File: src/rtl/apex_seq_pkg.sv
// Shared types and sizing helpers for the apex watch/sequencer controller.
package apex_seq_pkg;

    typedef enum logic [1:0] {
        IDLE = 2'd0,
        ARM  = 2'd1,
        RUN  = 2'd2,
        HOLD = 2'd3
    } seq_state_e;

    localparam int APEX_NCH_MIN = 2;
    localparam int APEX_NCH_MAX = 16;

    function automatic int idx_w(input int nch);
        return (nch < APEX_NCH_MIN) ? 1 : $clog2(nch);
    endfunction

endpackage

File: src/rtl/apex_wcnt.sv
// Gated watch counter with synchronous clear; wrap flags the all-ones step.
module apex_wcnt #(
    parameter int CNT_W = 7
) (
    input  logic             clk,
    input  logic             rst_n,
    input  logic             en,
    input  logic             sclr,
    output logic [CNT_W-1:0] cnt,
    output logic             wrap
);

    logic [CNT_W-1:0] cnt_q;
    logic [CNT_W-1:0] cnt_d;

    always_comb begin
        cnt_d = cnt_q;
        if (sclr) begin
            cnt_d = '0;
        end else if (en) begin
            cnt_d = cnt_q + 1'b1;
        end
    end

    always_ff @(posedge clk or negedge rst_n) begin
        if (!rst_n) begin
            cnt_q <= '0;
        end else begin
            cnt_q <= cnt_d;
        end
    end

    assign cnt  = cnt_q;
    assign wrap = en & (&cnt_q);

endmodule

File: src/rtl/apex_seq_ctrl.sv
// Watch/sequencer controller: start sequencer FSM, capture-ready decode,
// sticky per-channel capture flags and a sticky error flag.
module apex_seq_ctrl
    import apex_seq_pkg::*;
#(
    parameter int CNT_W   = 7,
    parameter int NCH     = 6,
    parameter int IDX_W   = idx_w(NCH),
    parameter int ERR_VAL = 82
) (
    input  logic             clk,
    input  logic             rst_n,
    input  logic             owl_n,
    input  logic             clr,
    input  logic             watch,
    input  logic             fbi,
    input  logic             orwd_n,
    input  logic [IDX_W-1:0] ibt,
    input  logic             ibt_vld,
    input  logic [NCH-1:0]   cat,
    output logic [CNT_W-1:0] cnt,
    output logic [1:0]       state,
    output logic [NCH-1:0]   pluto,
    output logic             orwd_f,
    output logic             verr_f,
    output logic             end_p
);

    localparam logic [IDX_W:0]   NCH_L = (IDX_W + 1)'(NCH);
    localparam logic [CNT_W-1:0] ERR_L = CNT_W'(ERR_VAL);

    seq_state_e       state_q, state_d;
    logic [NCH-1:0]   pluto_q, pluto_d;
    logic             verr_q, verr_d;
    logic             end_p_q, end_p_d;
    logic             cap_rdy;
    logic             sclr;
    logic             cnt_en;
    logic             wrap;

    // cat is only indexed once ibt is known to be a real channel.
    always_comb begin
        cap_rdy = 1'b0;
        if (watch && ibt_vld && ({1'b0, ibt} < NCH_L)) begin
            cap_rdy = ~cat[ibt];
        end
    end

    assign orwd_f = ~cap_rdy;
    assign sclr   = ~owl_n | clr;
    assign cnt_en = watch & (state_q != IDLE);

    apex_wcnt #(
        .CNT_W (CNT_W)
    ) u_wcnt (
        .clk   (clk),
        .rst_n (rst_n),
        .en    (cnt_en),
        .sclr  (sclr),
        .cnt   (cnt),
        .wrap  (wrap)
    );

    // clr freezes the sequencer; only owl_n low drops it back to IDLE.
    always_comb begin
        state_d = state_q;
        end_p_d = 1'b0;
        if (!owl_n) begin
            state_d = IDLE;
        end else if (!clr) begin
            case (state_q)
                IDLE: if (fbi && watch) state_d = ARM;
                ARM: begin
                    if (!fbi)          state_d = IDLE;
                    else if (!orwd_f)  state_d = RUN;
                end
                RUN: begin
                    if (wrap) begin
                        state_d = IDLE;
                        end_p_d = 1'b1;
                    end else if (!orwd_n) begin
                        state_d = HOLD;
                    end
                end
                HOLD: begin
                    if (!fbi)          state_d = IDLE;
                    else if (orwd_n)   state_d = RUN;
                end
                default: state_d = IDLE;
            endcase
        end
    end

    always_comb begin
        pluto_d = pluto_q;
        verr_d  = verr_q;
        if (sclr) begin
            pluto_d = '0;
            verr_d  = 1'b0;
        end else begin
            if (state_q == RUN && !orwd_f) begin
                pluto_d[ibt] = 1'b1;
            end
            if ((state_q == RUN || state_q == HOLD) && watch && cnt == ERR_L) begin
                verr_d = 1'b1;
            end
        end
    end

    always_ff @(posedge clk or negedge rst_n) begin
        if (!rst_n) begin
            state_q <= IDLE;
            pluto_q <= '0;
            verr_q  <= 1'b0;
            end_p_q <= 1'b0;
        end else begin
            state_q <= state_d;
            pluto_q <= pluto_d;
            verr_q  <= verr_d;
            end_p_q <= end_p_d;
        end
    end

    assign state  = state_q;
    assign pluto  = pluto_q;
    assign verr_f = verr_q;
    assign end_p  = end_p_q;

endmodule
File: config.mk
export PLATFORM = sky130hd
export DESIGN_NAME = apex_seq_ctrl
export DESIGN_NICKNAME = d
export VERILOG_FILES = /design/src/rtl/apex_seq_pkg.sv /design/src/rtl/apex_wcnt.sv /design/src/rtl/apex_seq_ctrl.sv
export SDC_FILE = /design/constraint.sdc
export NUM_CORES = 1
export LEC_CHECK = 0
export ABC_AREA = 1
export ABC_CLOCK_PERIOD_IN_PS = 4200
export CAP_MARGIN = 30
export CELL_PAD_IN_SITES_DETAIL_PLACEMENT = 1
export CELL_PAD_IN_SITES_GLOBAL_PLACEMENT = 2
export CORE_MARGIN = 5
export CORE_UTILIZATION = 27
export DETAILED_ROUTE_END_ITERATION = 10
export PLACE_DENSITY = 0.84
export SKIP_CTS_REPAIR_TIMING = 1
export SYNTH_ARGS = -nofsm -noshare
export SYNTH_HDL_FRONTEND = slang
export SYNTH_SLANG_ARGS = --single-unit
File: constraint.sdc
create_clock -name clk -period 4.2 [get_ports clk]
set_input_delay 0.84 -clock clk [delete_from_list [all_inputs] [get_ports clk]]
set_output_delay 0.84 -clock clk [all_outputs]
set_load 0.005 [all_outputs]
== Word-level counts from Yosys, hierarchy flattened ==
Index checks and enable logic that the tools add are counted.

* Bits of input ports: 17
* Logic and storage cells: 65
* Output and inout bits: 18
* Bits in registers: 17

* Magnitude comparators: 3
* Mux-type cells: 25
* Reductions and logical operators: 15
* Bitwise logic cells: 7
* $add $sub $neg: 1
* Equal/unequal tests: 9

{| class="wikitable"
|+ Operator list
! kind !! count
|-
| $mux W2 || 9
|-
| $mux W7 || 2
|-
| $mux W6 || 2
|-
| $mux W1 || 9
|-
| $ne A4 B4 Y1 const B || 2
|-
| $pmux W2 S4 || 1
|-
| $reduce_bool A2 Y1 || 4
|-
| $add A7 B1 Y7 const B || 1
|-
| $eq A7 B7 Y1 const B || 1
|-
| $logic_and A1 B1 Y1 || 7
|-
| $reduce_and A7 Y1 || 1
|-
| $or A6 B6 Y6 || 1
|-
| $reduce_and A5 Y1 || 1
|-
| $eq A2 B2 Y1 const B || 2
|-
| $lt A3 B4 Y1 const B || 1
|-
| $ne A4 B3 Y1 const B || 1
|-
| $bmux W1 S3 || 1
|-
| $demux W1 S3 || 1
|-
| $ge A3 B1 Y1 const B || 1
|-
| $lt A3 B3 Y1 const B || 1
|-
| $ne A3 B3 Y1 const B || 1
|-
| $not A1 Y1 || 3
|-
| $and A1 B1 Y1 || 2
|-
| $eq A2 B1 Y1 const B || 1
|-
| other kinds (4) || 4
|}

== Depth between registers and ports, before layout ==
* Depth after elaboration: 9
* Mapped depth: 10
* Depth with buffers taken out: 10

== Cells and area by module ==
From an unflattened synthesis, not the netlist that was laid out.

* Cell total of the unflattened synthesis: 149
* Area total of the unflattened synthesis: 1,127.3 um^2

{| class="wikitable"
|+ By module, submodules not included
! module !! seq. area each (um^2) !! cells each !! times used !! area an instance (um^2)
|-
| apex_seq_ctrl || 250.2 || 101 || 1 || 745.7
|-
| apex_wcnt || 175.2 || 48 || 1 || 381.6
|}

== Worst setup path after synthesis ==
OpenSTA, ideal clock, no wires.

* Path kind: input to output
* Start point: in ibt_vld
* End point: out orwd_f
* Stages on the path: 5
* Data arrival time: 1.337 ns
* Path slack: 2.023 ns
* Path buffers: 0
* Required time: 3.360 ns
* Cells stage by stage: nand2_1 -> a21oi_1 -> nand2_1 -> nor2_8 -> nand2_1

* Word-level cells in the longest chain between the ends: 4

{| class="wikitable"
|+ RTL lines
! element !! RTL line !! RTL
|-
| from (decl) || apex_seq_ctrl.sv:19 || <nowiki>input logic ibt_vld,</nowiki>
|-
| $logic_and A1 B1 Y1 (2 in series) || apex_seq_ctrl.sv:44 || <nowiki>if (watch && ibt_vld && ({1'b0, ibt} < NCH_L)) begin</nowiki>
|-
| $mux W1 || apex_seq_ctrl.sv:44 ||
|-
| $not A1 Y1 || apex_seq_ctrl.sv:49 || <nowiki>assign orwd_f = ~cap_rdy;</nowiki>
|-
| to (decl) || apex_seq_ctrl.sv:24 || <nowiki>output logic orwd_f,</nowiki>
|}

No other way between the ends.

== Final worst setup path ==
* Start point: in ibt[0]
* End point: out orwd_f

* Word-level cells in the longest chain between the ends: 5
* Elaborated cells on any way between the ends: 7
* Those cells by class: order compare: 1; mux: 3; bitwise: 2; reduce/logical: 1

{| class="wikitable"
|+ RTL lines
! element !! RTL line !! RTL
|-
| from (decl) || apex_seq_ctrl.sv:18 || <nowiki>input logic [IDX_W-1:0] ibt,</nowiki>
|-
| $bmux W1 S3 || apex_seq_ctrl.sv:45 || <nowiki>cap_rdy = ~cat[ibt];</nowiki>
|-
| $mux W1 (not written as such) || apex_seq_ctrl.sv:45 ||
|-
| $not A1 Y1 || apex_seq_ctrl.sv:45 ||
|-
| $mux W1 (*) || apex_seq_ctrl.sv:44 ||
|-
| $not A1 Y1 (*) || apex_seq_ctrl.sv:49 ||
|}

Every way passes the cells marked *; elsewhere a longest branch is shown, timed or not. The select of a mux whose other input is x is not followed.

==> run metrics <==
endpoints failing setup=0; Slew Viols, Final=0; CTS sink cnt=17; cells along the critical path=clkdlybuf4s50_1 > inv_2 > nand2_1 > nand3_1 > nand2_2 > nor2_8 > nand2_1 > clkdlybuf4s50_1; worst slew pin tran=845 ps; Data arrival, critical path=2480 ps; Placer Congestion=0.831; Core ar.=3970 um^2; die area=5440 um^2; die width=73.8 um; distinct cell type count after synthesis=26; CP Launch Type=input pin; Syn Area/Cell=7.90 um^2; first-pass GRT wire length=5550 um; vias in the first global route=1242; status=finished, final reports clean; # Max-Cap Violations=0; Remaining Overflow, GRT=0; Clock Tree Root=clkbuf_8; Worst Hold Class=register to register; Seq/Total Area, Yosys=38.7%; vias=around 1100; DRT Wirelength=3310 um; PD cells=305 nW/um^2; WP buf/inv=3; Min Clock Period, post-route=3320 ps; Critical-path top delay cell=clkdlybuf4s50_1; Fillers=roughly 480; placed inst area=~1500 um^2; Synth Warn #=0; Via-to-Cell Ratio=4.82; CTS Buffer Depth=2; Slew HR=between 40% and 50%; Pleak=0.635 nW; DRT Pass-1 Iters=4; setup TNS=0 ps; IO Pins=35; register area=425 um^2; crit end category=primary output; Layout Area Growth over Synthesis=40.8%; I/O Buffers=34; Final Cycle Share=79.0%; post-route cell area=1550 um^2; initial core utilization=between 20 and 30%; pin count of the biggest net entering global routing=18; fraction of layout instances using a drive strength above 1=16.4%; Max stage delay on crit path=between 600 and 700 ps; Die Y=73.8 um; Synth Register Bits=17; clk slew on worst S/H paths=70 ps; Mapped Nets=around 160; initial antenna violation count=0; Synth Instances=approximately 140; nets=between 150 and 200; DR WL/cell=14.6 um; Total GRT Usage=between 10% and 20%; Worst VDD drop=0.195 mV; fin util=38.9%; num rows=23; CTS tree=done; critical path type=input pin to primary output; # diodes=0; Worst-Skew Late Latency=260 ps; RSZ-0062 raised after global routing=false; Netlist Area Pre-Place=1100 um^2; DRC Markers=0; Setup Skew=4.57 ps; CTS buffer count=3; footprint of the multi-input gates=591 um^2; antenna-violating nets left=0; Crit Path Max Fanout=7; Iteration-0 DRC Markers=16; CP required=approximately 3400 ps; hpwl dp=2620 um; Max Clock Freq=302 MHz; family with the most delay on the worst path=buffers and inverters; H-Tree Depth=1; Final Hold Fails=0
==> area by class of cell <==
class                      instances  share of cell area, %
multi-input combinational        100                   38.2
sequential                        17                   27.5
inverter                          22                   5.34
timing repair buffer              34                   22.0
tap                               50                   4.05
clock buffer                       4                   2.91
==> cell families (layout without fill, tap and decap cells) <==
family	Yosys count	in the layout	share of synthesized area [%]
AOI/OAI and AO/OA	23	23	12.0
DFF	17	17	38.7
adders and majority gates	2	2	2.28
buffers and inverters	22	60	7.52
and+or+nand+nor	75	75	39.5
==> metal layers <==
layer  GRT usage (%)  share of wire (%)  vias to the layer above
met3            2.33                4.0                        7
met1            14.5                 42                      526
met2            24.0                 51                       24
met5               0                  0                        -
met4            6.24                2.4                        0
li1                -                  -                      538
==> flip-flops by register name (all words and copies together), names as in the netlist <==
register,cells
end_p,1
pluto,6
state,2
u_wcnt.cnt,7
verr_f,1
==> path summary, 6_finish.rpt <==
path                          startpoint            end  slack (ps)  depth (start not counted)
min reg2reg                     pluto[4]       pluto[4]         520                          2
max in group asynchronous          rst_n  u_wcnt.cnt[2]        2610                          1
max                               ibt[0]         orwd_f         880                          8
min                             pluto[4]       pluto[4]         520                          2
min in group asynchronous          rst_n       pluto[5]        1070                          1
max reg2reg                u_wcnt.cnt[0]       state[0]        2680                         10
==> placed cells by master, fill, tap and decap left out, types with 2 or more instances in the layout <==
cell             synthesis  layout
ha_1                     2       2
nor2_4                   2       2
nand3_1                  8       8
o21ai_0                  3       3
clkdlybuf4s50_1          0      34
nor2_2                   3       3
a31oi_1                  2       2
clkbuf_8                 0       3
nor2_1                   7       7
o21ai_2                  2       2
nor4_1                   2       2
nor2_8                   2       2
inv_2                    6       6
nand2_2                  4       4
nand2_1                 30      30
dfrtp_1                 17      17
nor3_1                   4       4
nand4_1                  6       6
a21oi_1                 13      13
nand3_2                  2       2
inv_1                   16      16
nand2_4                  2       2
==> worst register-to-register path, stage by stage, from the launching register on <==
cell,delay (ps)
dfrtp_1,430
ha_1,240
nand2_1,70
nor2_1,140
nand3_2,130
nand3_1,90
nand2_1,60
nand2_2,80
nand2_2,60
nand2_1,60
nand2_1,50
==> Yosys cell counts <==
cell type | instances | share of area [%]
a31oi_1 | 2 | 1.1
nand4_2 | 1 | 1.1
o21ai_0 | 3 | 1.4
a21oi_1 | 13 | 5.9
inv_2 | 6 | 2.0
nor2_4 | 2 | 2.0
nor3_1 | 4 | 1.8
ha_1 | 2 | 2.3
nor2_2 | 3 | 1.7
o21ai_2 | 2 | 1.6
inv_1 | 16 | 5.5
nand3_4 | 1 | 1.6
nand2_4 | 2 | 2.0
nand3_1 | 8 | 3.6
nand3_2 | 2 | 1.8
nor4_1 | 2 | 1.1
nand2_2 | 4 | 2.3
nand2_1 | 30 | 10
a21oi_2 | 1 | 0.80
dfrtp_1 | 17 | 39
o21ai_1 | 1 | 0.46
nor2_8 | 2 | 3.6
and3_1 | 1 | 0.57
nand4_1 | 6 | 3.4
nor2_1 | 7 | 2.4
a211oi_1 | 1 | 0.68
==> power by group <==
group | internal (W) | leakage, nW | switching [W]
clock network | 0.0000674 | 0.0228 | 0.0000580
registers | 0.000174 | 0.235 | 0.0000217
logic | 0.0000640 | 0.377 | 0.0000865
==> through the flow <==
stage	hold WS (ps)	power, W	setup WS, ps	instances
6_report	522	0.000471	884	227
5_1_grt	558	0.000505	773	227
4_1_cts	529	0.000482	883	227
3_5_place_dp	520	0.000352	887	223
3_3_place_gp	514	0.000344	947	223
2_1_floorplan	516	0.000282	2020	139
Power figures use the tool's default switching activity.
